==> config.mk <==
export PLATFORM = sky130hd
export DESIGN_NAME = hazard_ctrl
export DESIGN_NICKNAME = d
export VERILOG_FILES = /design/src/rtl/hazard_ctrl.sv
export SDC_FILE = /design/constraint.sdc
export NUM_CORES = 1
export LEC_CHECK = 0
export ABC_AREA = 1
export BUFFER_PORTS_ARGS = -buffer_cell sky130_fd_sc_hd__buf_2
export CAP_MARGIN = 25
export CORE_MARGIN = 2
export CORE_UTILIZATION = 53
export CTS_CLUSTER_SIZE = 12
export DETAILED_ROUTE_END_ITERATION = 8
export GPL_ROUTABILITY_DRIVEN = 0
export PLACE_DENSITY = 0.8
export SETUP_SLACK_MARGIN = 0.05
export SKIP_CTS_REPAIR_TIMING = 1
export SLEW_MARGIN = 20
export SYNTH_ARGS = -nofsm -noshare
export SYNTH_HDL_FRONTEND = slang
export SYNTH_SLANG_ARGS = --single-unit
export TNS_END_PERCENT = 5
==> constraint.sdc <==
create_clock -name clk -period 2 [get_ports clk]
set_clock_uncertainty 0.05 [all_clocks]
set_input_delay 0.2 -clock clk [delete_from_list [all_inputs] [get_ports clk]]
set_output_delay 0.2 -clock clk [all_outputs]
set_load 0.02 [all_outputs]
==> src/rtl/hazard_ctrl.sv <==
// Hazard and sequencing controller for the 5-stage pipe: load-use stall, redirect
// squash, memory-busy freeze and halt drain, with saturating event counters.
module hazard_ctrl #(
    parameter int DRAIN_CYCLES = 3
) (
    input  logic        clk,
    input  logic        rst,
    input  logic [2:0]  d_rs,
    input  logic [2:0]  d_rt,
    input  logic        d_uses_rs,
    input  logic        d_uses_rt,
    input  logic        x_memread,
    input  logic        x_regwrite,
    input  logic [2:0]  x_writereg,
    input  logic        x_redirect,
    input  logic        x_halt,
    input  logic        m_busy,
    output logic        pc_en,
    output logic        fd_en,
    output logic        fd_nopify,
    output logic        dx_en,
    output logic        dx_nopify,
    output logic        xm_en,
    output logic        mw_en,
    output logic        halted,
    output logic [15:0] stall_cycles,
    output logic [15:0] flush_count
);
    localparam int DW = $clog2(DRAIN_CYCLES + 1);

    typedef enum logic [1:0] {RUN, DRAIN, HALTED} state_t;

    state_t        state;
    logic [DW-1:0] dcnt;
    logic          lu;
    logic          stall_inc;
    logic          flush_inc;

    always_comb begin
        lu = x_memread & x_regwrite &
             ((d_uses_rs & (d_rs == x_writereg)) | (d_uses_rt & (d_rt == x_writereg)));
    end

    always_comb begin
        pc_en     = 1'b0;
        fd_en     = 1'b0;
        fd_nopify = 1'b0;
        dx_en     = 1'b0;
        dx_nopify = 1'b0;
        xm_en     = 1'b0;
        mw_en     = 1'b0;
        halted    = 1'b0;
        stall_inc = 1'b0;
        flush_inc = 1'b0;
        if (rst) begin
            // Reset flushes the front of the pipe with bubbles while letting everything clock.
            pc_en     = 1'b1;
            fd_en     = 1'b1;
            fd_nopify = 1'b1;
            dx_en     = 1'b1;
            dx_nopify = 1'b1;
            xm_en     = 1'b1;
            mw_en     = 1'b1;
        end else begin
            case (state)
                RUN: begin
                    if (m_busy) begin
                        stall_inc = 1'b1;
                    end else if (x_halt) begin
                        fd_en     = 1'b1;
                        fd_nopify = 1'b1;
                        dx_en     = 1'b1;
                        dx_nopify = 1'b1;
                        xm_en     = 1'b1;
                        mw_en     = 1'b1;
                    end else if (x_redirect) begin
                        pc_en     = 1'b1;
                        fd_en     = 1'b1;
                        fd_nopify = 1'b1;
                        dx_en     = 1'b1;
                        dx_nopify = 1'b1;
                        xm_en     = 1'b1;
                        mw_en     = 1'b1;
                        flush_inc = 1'b1;
                    end else if (lu) begin
                        dx_en     = 1'b1;
                        dx_nopify = 1'b1;
                        xm_en     = 1'b1;
                        mw_en     = 1'b1;
                        stall_inc = 1'b1;
                    end else begin
                        pc_en = 1'b1;
                        fd_en = 1'b1;
                        dx_en = 1'b1;
                        xm_en = 1'b1;
                        mw_en = 1'b1;
                    end
                end
                DRAIN: begin
                    fd_en     = 1'b1;
                    fd_nopify = 1'b1;
                    dx_en     = 1'b1;
                    dx_nopify = 1'b1;
                    xm_en     = ~m_busy;
                    mw_en     = ~m_busy;
                    stall_inc = m_busy;
                end
                HALTED: begin
                    halted = 1'b1;
                end
                default: begin
                    halted = 1'b0;
                end
            endcase
        end
    end

    always_ff @(posedge clk) begin
        if (rst) begin
            state        <= RUN;
            dcnt         <= '0;
            stall_cycles <= '0;
            flush_count  <= '0;
        end else begin
            if (stall_inc && stall_cycles != 16'hFFFF) stall_cycles <= stall_cycles + 16'd1;
            if (flush_inc && flush_count != 16'hFFFF) flush_count <= flush_count + 16'd1;
            case (state)
                RUN: begin
                    if (!m_busy && x_halt) begin
                        state <= DRAIN;
                        dcnt  <= DW'(DRAIN_CYCLES);
                    end
                end
                DRAIN: begin
                    // Only non-busy cycles move the halt further down the pipe.
                    if (!m_busy) begin
                        dcnt <= dcnt - DW'(1);
                        if (dcnt == DW'(1)) state <= HALTED;
                    end
                end
                HALTED: state <= HALTED;
                default: begin
                    state <= RUN;
                    dcnt  <= '0;
                end
            endcase
        end
    end
endmodule

==> results of run 1 <==
## synth_stat cells
cell      number  area share [%]
nor2_1        37             6.0
ha_1           6             3.3
a31oi_1        1            0.27
a21oi_2        9             3.4
nor3b_4        1            0.82
a21oi_1       23             5.0
nand2_2        1            0.27
nor3_2         2            0.87
inv_2          1            0.16
buf_6          1            0.49
nand2_1       90              15
nand2_4        1            0.49
nor2_2         3            0.82
buf_2          4            0.87
xnor2_1        6             2.3
inv_1         49             8.0
clkbuf_1       2            0.33
dfxtp_1       36              31
nor3_1         8             1.7
nand3_1       40             8.7
xor2_1        12             4.6
buf_4          1            0.33
nand4_1        5             1.4
buf_1          1            0.16
o21ai_0       17             3.7
## power by group through the flow
stage	sequential (mW)	clock, mW	combinational [mW]
CTS	0.792	0.656	0.616
detailed placement	0.808	0	0.614
global placement	0.806	0	0.605
finish	0.795	0.638	0.658
floorplan	0.821	0	0.443
global route	0.804	0.687	0.746
## path summary, 6_finish.rpt
kind / start / endpoint / slack, ns / cells past startpoint
worst max-delay path: flush_count[0] / flush_count[5] / 0.16 / 9
worst max register to register: flush_count[0] / flush_count[5] / 0.16 / 9
worst min-delay path: x_redirect / flush_count[12] / 0.28 / 5
worst min register to register: flush_count[8] / flush_count[8] / 0.44 / 2
## per-stage QoR
step / power, mW / util [%]
3_5_place_dp: 1.42 / 65.0
5_1_grt: 2.24 / 69.2
4_1_cts: 2.06 / 67.8
3_3_place_gp: 1.41 / 65.0
2_1_floorplan: 1.26 / -
6_report: 2.09 / 69.2
## final cells by class
type / count / area [µm²] / area share [%]
multi-input combinational: 262 / 1390 / 49.2
sequential: 36 / 721 / 25.5
timing repair buffer: 65 / 349 / 12.3
inverter: 50 / 191 / 6.77
clock buffer: 5 / 68.8 / 2.43
tap: 50 / 62.6 / 2.21
clock inverter: 3 / 42.5 / 1.50
## kinds of logic (layout without fill, tap and decap cells)
family	after synthesis	after routing
AND/OR/NAND/NOR	188	188
buffers and inverters	59	123
AO/OA/AOI/OAI	50	50
flip-flops	36	36
XOR/XNOR	18	18
adder cells (fa/ha/maj)	6	6
## layout by cell type, fill, tap and decap left out, drive strengths merged
master    netlist  routed
a21oi          32      32
a31oi           1       1
buf             7      65
bufinv          0       1
clkbuf          2       5
clkinv          0       1
clkinvlp        0       2
dfxtp          36      36
ha              6       6
inv            50      49
nand2          92      92
nand3          40      40
nand4           5       5
nor2           40      40
nor3           10      10
nor3b           1       1
o21ai          17      17
xnor2           6       6
xor2           12      12
## worst reg2reg max path, stage by stage (launching register included)
cell	delay [ns]
dfxtp_1	0.38
ha_1	0.24
nand3_1	0.15
nor2_1	0.14
nand3_1	0.09
nand2_2	0.17
buf_6	0.18
clkinvlp_4	0.16
nand2_1	0.10
a21oi_1	0.06
## registers in the layout (all words and copies together) (netlist names)
name	cells
flush_count	16
stall_cycles	16
dcnt	2
state	2
## per-layer routing
layer | track usage (%) | part of all wire [%] | vias up
met4 | 6.84 | 1.4 | 0
met2 | 37.0 | 46 | 83
met5 | 0 | 0 | -
li1 | - | - | 1273
met3 | 4.91 | 7.0 | 8
met1 | 29.0 | 46 | 1125
==> qor.txt, run 1 <==
Outcome = completed
Xor-xnor portion of the synthesized cell area = 6.86%
Logic gate share of total power = 31.5%
Fin. max-slew vios = 0
Finished Cell Area = 2830 µm²
RSZ-0062 raised after global routing = yes
Die width = 69.9 µm
Post-DR vias/cell = 5.28
Detailed Routing Iterations Pass 1 = 5
Crit-path max cell delay = 0.38 ns
Final Hold Vio Count = 0
Root Buffer = clkbuf_8
DRT iter0 DRCs = 129
Power share of the clock group = 30.5%
Portion of netlist area occupied by mux cells = 0%
Final period utilization = 91.8%
Synth Instances = 357
Min-delay worst type = in2reg
Synth Net Count = 381
CP endpoint kind = register
Worst hold margin = 0.281 ns
Worst-margin pin slew = 0.477 ns
First-pass GRT wire length = 9070 µm
Synth cell types = 25
Required @ worst endpoint = 2.12 ns
Most Frequent Cell on Critical Path = nand3_1
Synth-to-Final Area Change = 23.0%
Placed cells = 463
Fin worst setup slack = 0.164 ns
Syn Area/Cell = 6.44 µm²
YS warnings = 0
Layout Nets = 444
GR Overflow Total = 0
Core region area = 4090 µm²
Initial antenna violation count = 0
Layout cells sized above 1 = 23.5%
Antenna Violating Nets Remaining = 0
CTS Buf Count = 5
Startpoint types = register
CP delay by family, top = simple AND/OR/NAND/NOR gates
Dpl ws = -0.00730 ns
Gr usage total = 22.3%
Skew-Pair Late Insertion Delay = 0.29 ns
Post-Synth Simple-Gate Area = 35.8%
Sequential power share = 38.0%
Die area = 4880 µm²
PD cells = 739 nW/µm²
Adder-cell share of the synthesized area = 3.26%
Leak = 1.30 nW
Post-detail-place hpwl = 3970 µm
WP buf/inv = 2
Crit-path max FO = 11
Die Ht = 69.9 µm
WL/cell = 11.5 µm
IO Pins = 58
Row cnt = 23
Sequential area share after synthesis = 31.3%
Final wirelength = 5440 µm
Pint = 1.36 mW
Largest family of logic cells by synthesized area = simple AND/OR/NAND/NOR gates
Vias = 2489
Arrival @ worst endpoint = 1.95 ns
Compound-gate portion of the synthesized area = 12.4%
Net Switching = 731 µW
DRC violations left = 0
Synthesized cell area = 2300 µm²
Longest Clk Path Bufs = 2
Yosys reg bits = 36
Period minus WS final = 1.84 ns
I/O Buffers = 57
Vias in the first global route = 2099
Peak VDD IR = 0.000376 V
Setup_tns = 0 ns
Antenna fix cells = 0
Starting Density = 56.3%
Placed Area = 2660 µm²
CTS tree = done
Max-cap violations = 0
Register clock-pin slew on the reported worst setup and hold paths = 0.08 ns
Fmax achieved = 545 MHz
Critical path's slowest cell = dfxtp_1
Max-slew headroom = 68.1%
Switching share of power = 35.0%
Final setup violation count = 0
Layout Cells excl Fill = 471
Largest net degree at the start of global routing = 24
Crit path kind = reg2reg
Worst-path cell chain = ha_1 -> nand3_1 -> nor2_1 -> nand3_1 -> nand2_2 -> buf_6 -> clkinvlp_4 -> nand2_1 -> a21oi_1
Fill count = 371
H-Tree Depth = 2
CTS Sinks = 36
Power figures use the tool's default switching activity.
==> inputs of run 2 (changes only) <==
--- a/config.mk
+++ b/config.mk
@@ -5,15 +5,14 @@
 export SDC_FILE = /design/constraint.sdc
 export NUM_CORES = 1
 export LEC_CHECK = 0
-export ABC_AREA = 1
 export BUFFER_PORTS_ARGS = -buffer_cell sky130_fd_sc_hd__buf_2
 export CAP_MARGIN = 25
 export CORE_MARGIN = 2
-export CORE_UTILIZATION = 53
+export CORE_UTILIZATION = 51
 export CTS_CLUSTER_SIZE = 12
 export DETAILED_ROUTE_END_ITERATION = 8
 export GPL_ROUTABILITY_DRIVEN = 0
-export PLACE_DENSITY = 0.8
+export PLACE_DENSITY = 0.79
 export SETUP_SLACK_MARGIN = 0.05
 export SKIP_CTS_REPAIR_TIMING = 1
 export SLEW_MARGIN = 20
==> constraint.sdc (replaced) <==
create_clock -name clk -period 2.1 [get_ports clk]
set_clock_uncertainty 0.05 [all_clocks]
set_input_delay 0.21 -clock clk [delete_from_list [all_inputs] [get_ports clk]]
set_output_delay 0.21 -clock clk [all_outputs]
set_load 0.02 [all_outputs]
==> run 2 against run 1 <==
- combinational power up 3%
- the run now ends with setup timing left
- final area decreased by 13%
- global-route usage shrank 1.5 points
- non-clock buffer count is 3 higher
- highest routed layer unchanged
- cell count down 26%
- die area fell by 11%
- setup slack got worse by 0.18 ns
- critical path type unchanged
- critical path depth down 1
- count of clock-buffer cells in the layout is 1 higher
- maximum frequency decreased by 13%
- wire length shrank 24%
- first-iteration DRC count down 7.8%
==> qor.txt, run 2 <==
Outcome = finished with violations (was completed)
Failing checks = setup timing
Final wirelength = 4150 µm (was 5440 µm)
Sequential area share after synthesis = 37.0% (was 31.3%)
Longest Clk Path Bufs = 2 (unchanged)
Post-DR vias/cell = 5.31 (was 5.28)
DR WL met3 = 237 µm (was 380 µm)
Arrival @ worst endpoint = 2.23 ns (was 1.95 ns)
Die area = 4330 µm² (was 4880 µm²)
Core region area = 3660 µm² (was 4090 µm²)
Metal-1 WL = 1870 µm (was 2500 µm)
Period minus WS final = 2.11 ns (was 1.84 ns)
Placed cells = 342 (was 463)
Startpoint types = register (unchanged)
Vias in the first global route = 1733 (was 2099)
Switching share of power = 34.1% (was 35.0%)
Final period utilization = 101% (was 91.8%)
Register clock-pin slew on the reported worst setup and hold paths = 0.07 ns (was 0.08 ns)
CP delay by family, top = simple AND/OR/NAND/NOR gates (unchanged)
Fin. max-slew vios = 0 (unchanged)
Number of synthesized flops with an enable pin = 0 (unchanged)
Antenna fix cells = 0 (unchanged)
Power share of the clock group = 26.0% (was 30.5%)
Skew-Pair Late Insertion Delay = 0.29 ns (about the same)
Crit-path max FO = 9 (was 11)
Most common cell after layout, fill and taps aside = buf_2 (was nand2_1)
Fin worst setup slack = -0.0137 ns (was 0.164 ns)
Finished Core Util = 67.1% (was 69.2%)
Final setup violation count = 1 (was 0)
CTS tree = done (unchanged)
First-pass GRT wire length = 7100 µm (was 9070 µm)
GR Overflow Total = 0 (unchanged)
Fmax achieved = 473 MHz (was 545 MHz)
Leading area contributor after synthesis = dfxtp_1 (unchanged)
CP endpoint kind = register (unchanged)
Layout Nets = 325 (was 444)
Antenna Violating Nets Remaining = 0 (unchanged)
Initial antenna violation count = 0 (unchanged)
Vias = 1859 (was 2489)
Critical path's slowest cell = or4b_4 (was dfxtp_1)
YS warnings = 0 (unchanged)
Most frequent cells in the layout = 57 x buf_2, 35 x nor2_1, 34 x dfxtp_1 (was 89 x nand2_1, 57 x buf_2, 46 x inv_1)
Finished Cell Area = 2460 µm² (was 2830 µm²)
Layout Cells excl Fill = 350 (was 471)
Net Switching = 666 µW (was 731 µW)
Min-delay worst type = in2reg (unchanged)
Worst hold margin = 0.357 ns (was 0.281 ns)
Synth Instances = 233 (was 357)
Metal2 WL = 2020 µm (was 2490 µm)
Largest net degree at the start of global routing = 38 (was 24)
Peak VDD IR = 0.000460 V (was 0.000376 V)
Placed Area = 2360 µm² (was 2660 µm²)
H-Tree Depth = 2 (unchanged)
Row cnt = 22 (was 23)
Post-synth top area share = 37.0% (was 31.3%)
Synth Net Count = 257 (was 381)
Synth cell types = 38 (was 25)
I/O Buffers = 57 (unchanged)
Synth-to-Final Area Change = 26.0% (was 23.0%)
Sequential power share = 39.5% (was 38.0%)
Leak = 1.11 nW (was 1.30 nW)
RSZ-0062 raised after global routing = yes (unchanged)
Worst-margin pin slew = 0.407 ns (was 0.477 ns)
DRT iter0 DRCs = 119 (was 129)
IO Pins = 58 (unchanged)
Detailed Routing Iterations Pass 1 = 4 (was 5)
Gr usage total = 20.8% (was 22.3%)
Ys async rst share = 0% (unchanged)
Max-cap violations = 0 (unchanged)
Die Ht = 65.8 µm (was 69.9 µm)
Post-detail-place hpwl = 3060 µm (was 3970 µm)
Fill count = 318 (was 371)
CTS Sinks = 36 (unchanged)
Synth Flop Type = dfxtp_1 (unchanged)
Crit path kind = reg2reg (unchanged)
Worst-path cell chain = inv_2 -> ha_4 -> nand2b_4 -> or4b_4 -> a2111oi_4 -> nand4_1 -> xor2_1 -> nor2_1 (was ha_1 -> nand3_1 -> nor2_1 -> nand3_1 -> nand2_2 -> buf_6 -> clkinvlp_4 -> nand2_1 -> a21oi_1)
Top cells by area, synth = dfxtp_1 37%, xor2_1 7.6%, nor2_1 6.7%, nand3_1 5.1%, ha_1 3.9% (was dfxtp_1 31%, nand2_1 15%, nand3_1 8.7%, inv_1 8.0%, nor2_1 6.0%)
Max-slew headroom = 72.9% (was 68.1%)
DRC violations left = 0 (unchanged)
WL/cell = 11.9 µm (was 11.5 µm)
Layout cells sized above 1 = 29.8% (was 23.5%)
Top sig layer = met4 (unchanged)
Final Hold Vio Count = 0 (unchanged)
CTS Buf Count = 5 (unchanged)
Pint = 1.29 mW (was 1.36 mW)
Root Buffer = clkbuf_8 (unchanged)
Crit-path max cell delay = 0.55 ns (was 0.38 ns)
Synthesized cell area = 1950 µm² (was 2300 µm²)
Synth cell count leaders = 36 x dfxtp_1, 35 x nor2_1, 20 x nand2_1, 20 x nand3_1, 17 x xor2_1 (was 90 x nand2_1, 49 x inv_1, 40 x nand3_1)
WP buf/inv = 1 (was 2)
Yosys reg bits = 36 (unchanged)
Pwr Total = 1.95 mW (was 2.09 mW)
Die width = 65.8 µm (was 69.9 µm)
Logic gate share of total power = 34.5% (was 31.5%)
Cell with the most instances after synthesis = dfxtp_1 (was nand2_1)
Required @ worst endpoint = 2.22 ns (was 2.12 ns)
Top Registers = flush_count (16), stall_cycles (16) (unchanged)
Starting Density = 53.2% (was 56.3%)
Syn Area/Cell = 8.37 µm² (was 6.44 µm²)
PD cells = 796 nW/µm² (was 739 nW/µm²)
run 2: changes by cell type after synthesis, moves of 6 or more:
| cell | before | now |
|---|---|---|
| nand2_1 | 90 | 20 |
| a21oi_1 | 23 | 10 |
| and4_1 | 0 | 6 |
| a21oi_2 | 9 | 1 |
| inv_1 | 49 | 10 |
| o21ai_0 | 17 | 9 |
| nand3_1 | 40 | 20 |
run 2: cell families (layout without fill, tap and decap cells):
group | after synthesis | count (layout) | share of synthesized area (%)
AO/OA/AOI/OAI | 34 | 34 | 12.1
XOR/XNOR | 25 | 25 | 11.2
adder cells (fa/ha/maj) | 6 | 6 | 3.85
buffers and inverters | 17 | 86 | 4.24
flip-flops | 36 | 36 | 37.0
multiplexers | 5 | 5 | 2.63
AND/OR/NAND/NOR | 110 | 110 | 28.9
run 2: path summary, 6_finish.rpt:
kind / depth (start not counted) / startpoint / slack (ns) / end
max: 8 / state[1] / -0.01 / flush_count[15]
min reg2reg: 2 / dcnt[1] / 0.45 / dcnt[1]
max reg2reg: 8 / state[1] / -0.01 / flush_count[15]
min: 5 / x_halt / 0.36 / dcnt[1]
run 2: power groups by stage:
stage          clock network [mW]  registers (mW)  logic (mW)
2_1_floorplan                   0           0.802       0.473
3_3_place_gp                    0           0.785       0.659
3_5_place_dp                    0           0.788       0.669
4_1_cts                     0.523           0.772       0.669
5_1_grt                     0.548           0.778       0.753
6_report                    0.508           0.771       0.675
run 2: stage by stage:
stage,worst slack [ns],TNS [ns]
after detailed placement,-0.0144,-0.0144
after CTS,-0.0274,-0.0274
after global placement,0.0454,0
final,-0.0137,-0.0137
after floorplan,0.00119,0
after global routing,-0.114,-0.399
run 2: area by class of cell:
class / instances / area (µm²) / area share [%]
Multi-Input combinational cell: 180 / 1170 / 47.8
Sequential cell: 36 / 723 / 29.4
Timing Repair Buffer: 68 / 368 / 15.0
Clock buffer: 6 / 82.6 / 3.36
Tap cell: 48 / 60.1 / 2.45
Inverter: 10 / 37.5 / 1.53
Clock inverter: 2 / 10.0 / 0.408
run 2: worst min-delay path, stage by stage:
cell and delay, ns:
buf_2 0.12, nand2_1 0.07, a21oi_1 0.11, nor2_1 0.09, a211oi_1 0.05
run 2: metal layers:
layer	vias up	GRT usage [%]
met1	857	23.9
met4	0	7.55
met3	4	5.96
met2	46	36.5
li1	952	-
met5	-	0
==> inputs of run 3 (changes only) <==
--- a/config.mk
+++ b/config.mk
@@ -15,6 +15,7 @@
 export PLACE_DENSITY = 0.79
 export SETUP_SLACK_MARGIN = 0.05
 export SKIP_CTS_REPAIR_TIMING = 1
+export SKIP_LAST_GASP = 1
 export SLEW_MARGIN = 20
 export SYNTH_ARGS = -nofsm -noshare
 export SYNTH_HDL_FRONTEND = slang
==> run 3 against run 2 <==
- the run still ends with setup timing left
- global-route usage unchanged
- count of clock-buffer cells in the layout unchanged
- clock power about the same
- sequential share of layout area rose by 0.090 points
- die area stayed put
- worst hold slack improved by 0.0018 ns
- register-to-register slack about the same
==> qor.txt, run 3 (synthesized netlist as in run 2, its figures left out) <==
Outcome = finished with violations (unchanged)
Failing checks = setup timing (unchanged)
Worst hold margin = 0.359 ns (was 0.357 ns)
Antenna fix cells = 0 (unchanged)
Fmax achieved = 470 MHz (was 473 MHz)
Die area = 4330 µm² (unchanged)
Crit-path max cell delay = 0.55 ns (about the same)
Vias = 1891 (was 1859)
CTS Sinks = 36 (unchanged)
Max-slew headroom = 72.7% (was 72.9%)
Crit-path max FO = 9 (unchanged)
Register clock-pin slew on the reported worst setup and hold paths = 0.07 ns (about the same)
Detailed Routing Iterations Pass 1 = 4 (unchanged)
Fin worst setup slack = -0.0272 ns (was -0.0137 ns)
Worst-margin pin slew = 0.410 ns (was 0.407 ns)
Vias in the first global route = 1733 (unchanged)
Post-detail-place hpwl = 3060 µm (unchanged)
Final Hold Vio Count = 0 (unchanged)
Critical path's slowest cell = or4b_4 (unchanged)
DRT iter0 DRCs = 104 (was 119)
Row cnt = 22 (unchanged)
Power share of the clock group = 26.1% (was 26.0%)
Min-delay worst type = in2reg (unchanged)
CP endpoint kind = register (unchanged)
CTS tree = done (unchanged)
Logic gate share of total power = 34.3% (was 34.5%)
Top Registers = flush_count (16), stall_cycles (16) (unchanged)
Layout Nets = 325 (unchanged)
Sequential power share = 39.6% (was 39.5%)
Gr usage total = 20.8% (unchanged)
CTS Buf Count = 5 (unchanged)
Arrival @ worst endpoint = 2.24 ns (was 2.23 ns)
Net Switching = 661 µW (was 666 µW)
Finished Core Util = 66.9% (was 67.1%)
Die width = 65.8 µm (unchanged)
Final setup violation count = 1 (unchanged)
Required @ worst endpoint = 2.22 ns (about the same)
Pwr Total = 1.95 mW (about the same)
Starting Density = 53.2% (unchanged)
Most frequent cells in the layout = 57 x buf_2, 35 x nor2_1, 34 x dfxtp_1 (unchanged)
Antenna Violating Nets Remaining = 0 (unchanged)
PD cells = 795 nW/µm² (was 796 nW/µm²)
Synth-to-Final Area Change = 25.6% (was 26.0%)
Final wirelength = 4170 µm (was 4150 µm)
Longest Clk Path Bufs = 2 (unchanged)
Most common cell after layout, fill and taps aside = buf_2 (unchanged)
WL/cell = 11.9 µm (about the same)
IO Pins = 58 (unchanged)
Peak VDD IR = 0.000458 V (was 0.000460 V)
Worst-path cell chain = inv_2 -> ha_4 -> nand2b_4 -> or4b_4 -> a2111oi_4 -> nand4_1 -> xor2_1 -> nor2_1 (unchanged)
Pint = 1.29 mW (about the same)
Final period utilization = 101% (about the same)
Post-DR vias/cell = 5.40 (was 5.31)
First-pass GRT wire length = 7100 µm (unchanged)
Switching share of power = 33.9% (was 34.1%)
Period minus WS final = 2.13 ns (was 2.11 ns)
DRC violations left = 0 (unchanged)
Core region area = 3660 µm² (unchanged)
Fin. max-slew vios = 0 (unchanged)
RSZ-0062 raised after global routing = yes (unchanged)
Die Ht = 65.8 µm (unchanged)
Largest net degree at the start of global routing = 38 (unchanged)
Skew-Pair Late Insertion Delay = 0.29 ns (about the same)
Startpoint types = register (unchanged)
H-Tree Depth = 2 (unchanged)
Initial antenna violation count = 0 (unchanged)
Root Buffer = clkbuf_8 (unchanged)
Max-cap violations = 0 (unchanged)
Layout cells sized above 1 = 29.1% (was 29.8%)
Crit path kind = reg2reg (unchanged)
GR Overflow Total = 0 (unchanged)
Leak = 1.11 nW (about the same)
Fill count = 320 (was 318)
I/O Buffers = 57 (unchanged)
==> run 3: final cells by class <==
class                           instances  area (µm²)  share of cell area (%)
Clock inverter                          2        10.0                   0.409
Timing Repair Buffer                   68         368                    15.0
Sequential cell                        36         723                    29.5
Clock buffer                            6        82.6                    3.37
Inverter                               10        37.5                    1.53
Tap cell                               48        60.1                    2.45
Multi-Input combinational cell        180        1170                    47.7
==> run 3: path summary, 6_finish.rpt <==
| path | slack (ns) | endpoint | cells after the start | from |
|---|---|---|---|---|
| worst max-delay path | -0.03 | flush_count[15] | 8 | state[1] |
| worst min-delay path | 0.36 | dcnt[1] | 5 | x_halt |
| worst max register to register | -0.03 | flush_count[15] | 8 | state[1] |
| worst min register to register | 0.45 | dcnt[1] | 2 | dcnt[1] |
==> run 3: routing by layer <==
layer  global-route usage, %  wire (µm)
met5                       0          0
met1                    23.9       1850
met3                    5.96        270
met2                    36.5       2020
met4                    7.55         30
==> run 3: worst max-delay path: cells and delay by family (launching register included) <==
family / cells / cell delay [ns]
buffers and inverters: 1 / 0.07
flip-flops: 1 / 0.33
AO/OA/AOI/OAI: 1 / 0.35
adder cells (fa/ha/maj): 1 / 0.19
AND/OR/NAND/NOR: 4 / 0.84
XOR/XNOR: 1 / 0.17
==> run 3: stage by stage <==
stage | setup TNS, ns | cell area (µm²) | setup slack, ns | std cells
after floorplan | 0 | 1970 | 0.00119 | 233
after global placement | 0 | 2360 | 0.0454 | 342
after detailed placement | -0.0144 | 2360 | -0.0144 | 342
after CTS | -0.0274 | 2450 | -0.0274 | 350
after global routing | -0.569 | 2450 | -0.123 | 350
final | -0.0272 | 2450 | -0.0272 | 350
==> run 3: power groups by stage <==
stage / registers (mW) / clock network, mW / logic (mW)
final: 0.771 / 0.508 / 0.668
after global routing: 0.778 / 0.548 / 0.747
after CTS: 0.772 / 0.523 / 0.669
after detailed placement: 0.788 / 0 / 0.669
after global placement: 0.785 / 0 / 0.659
after floorplan: 0.802 / 0 / 0.473
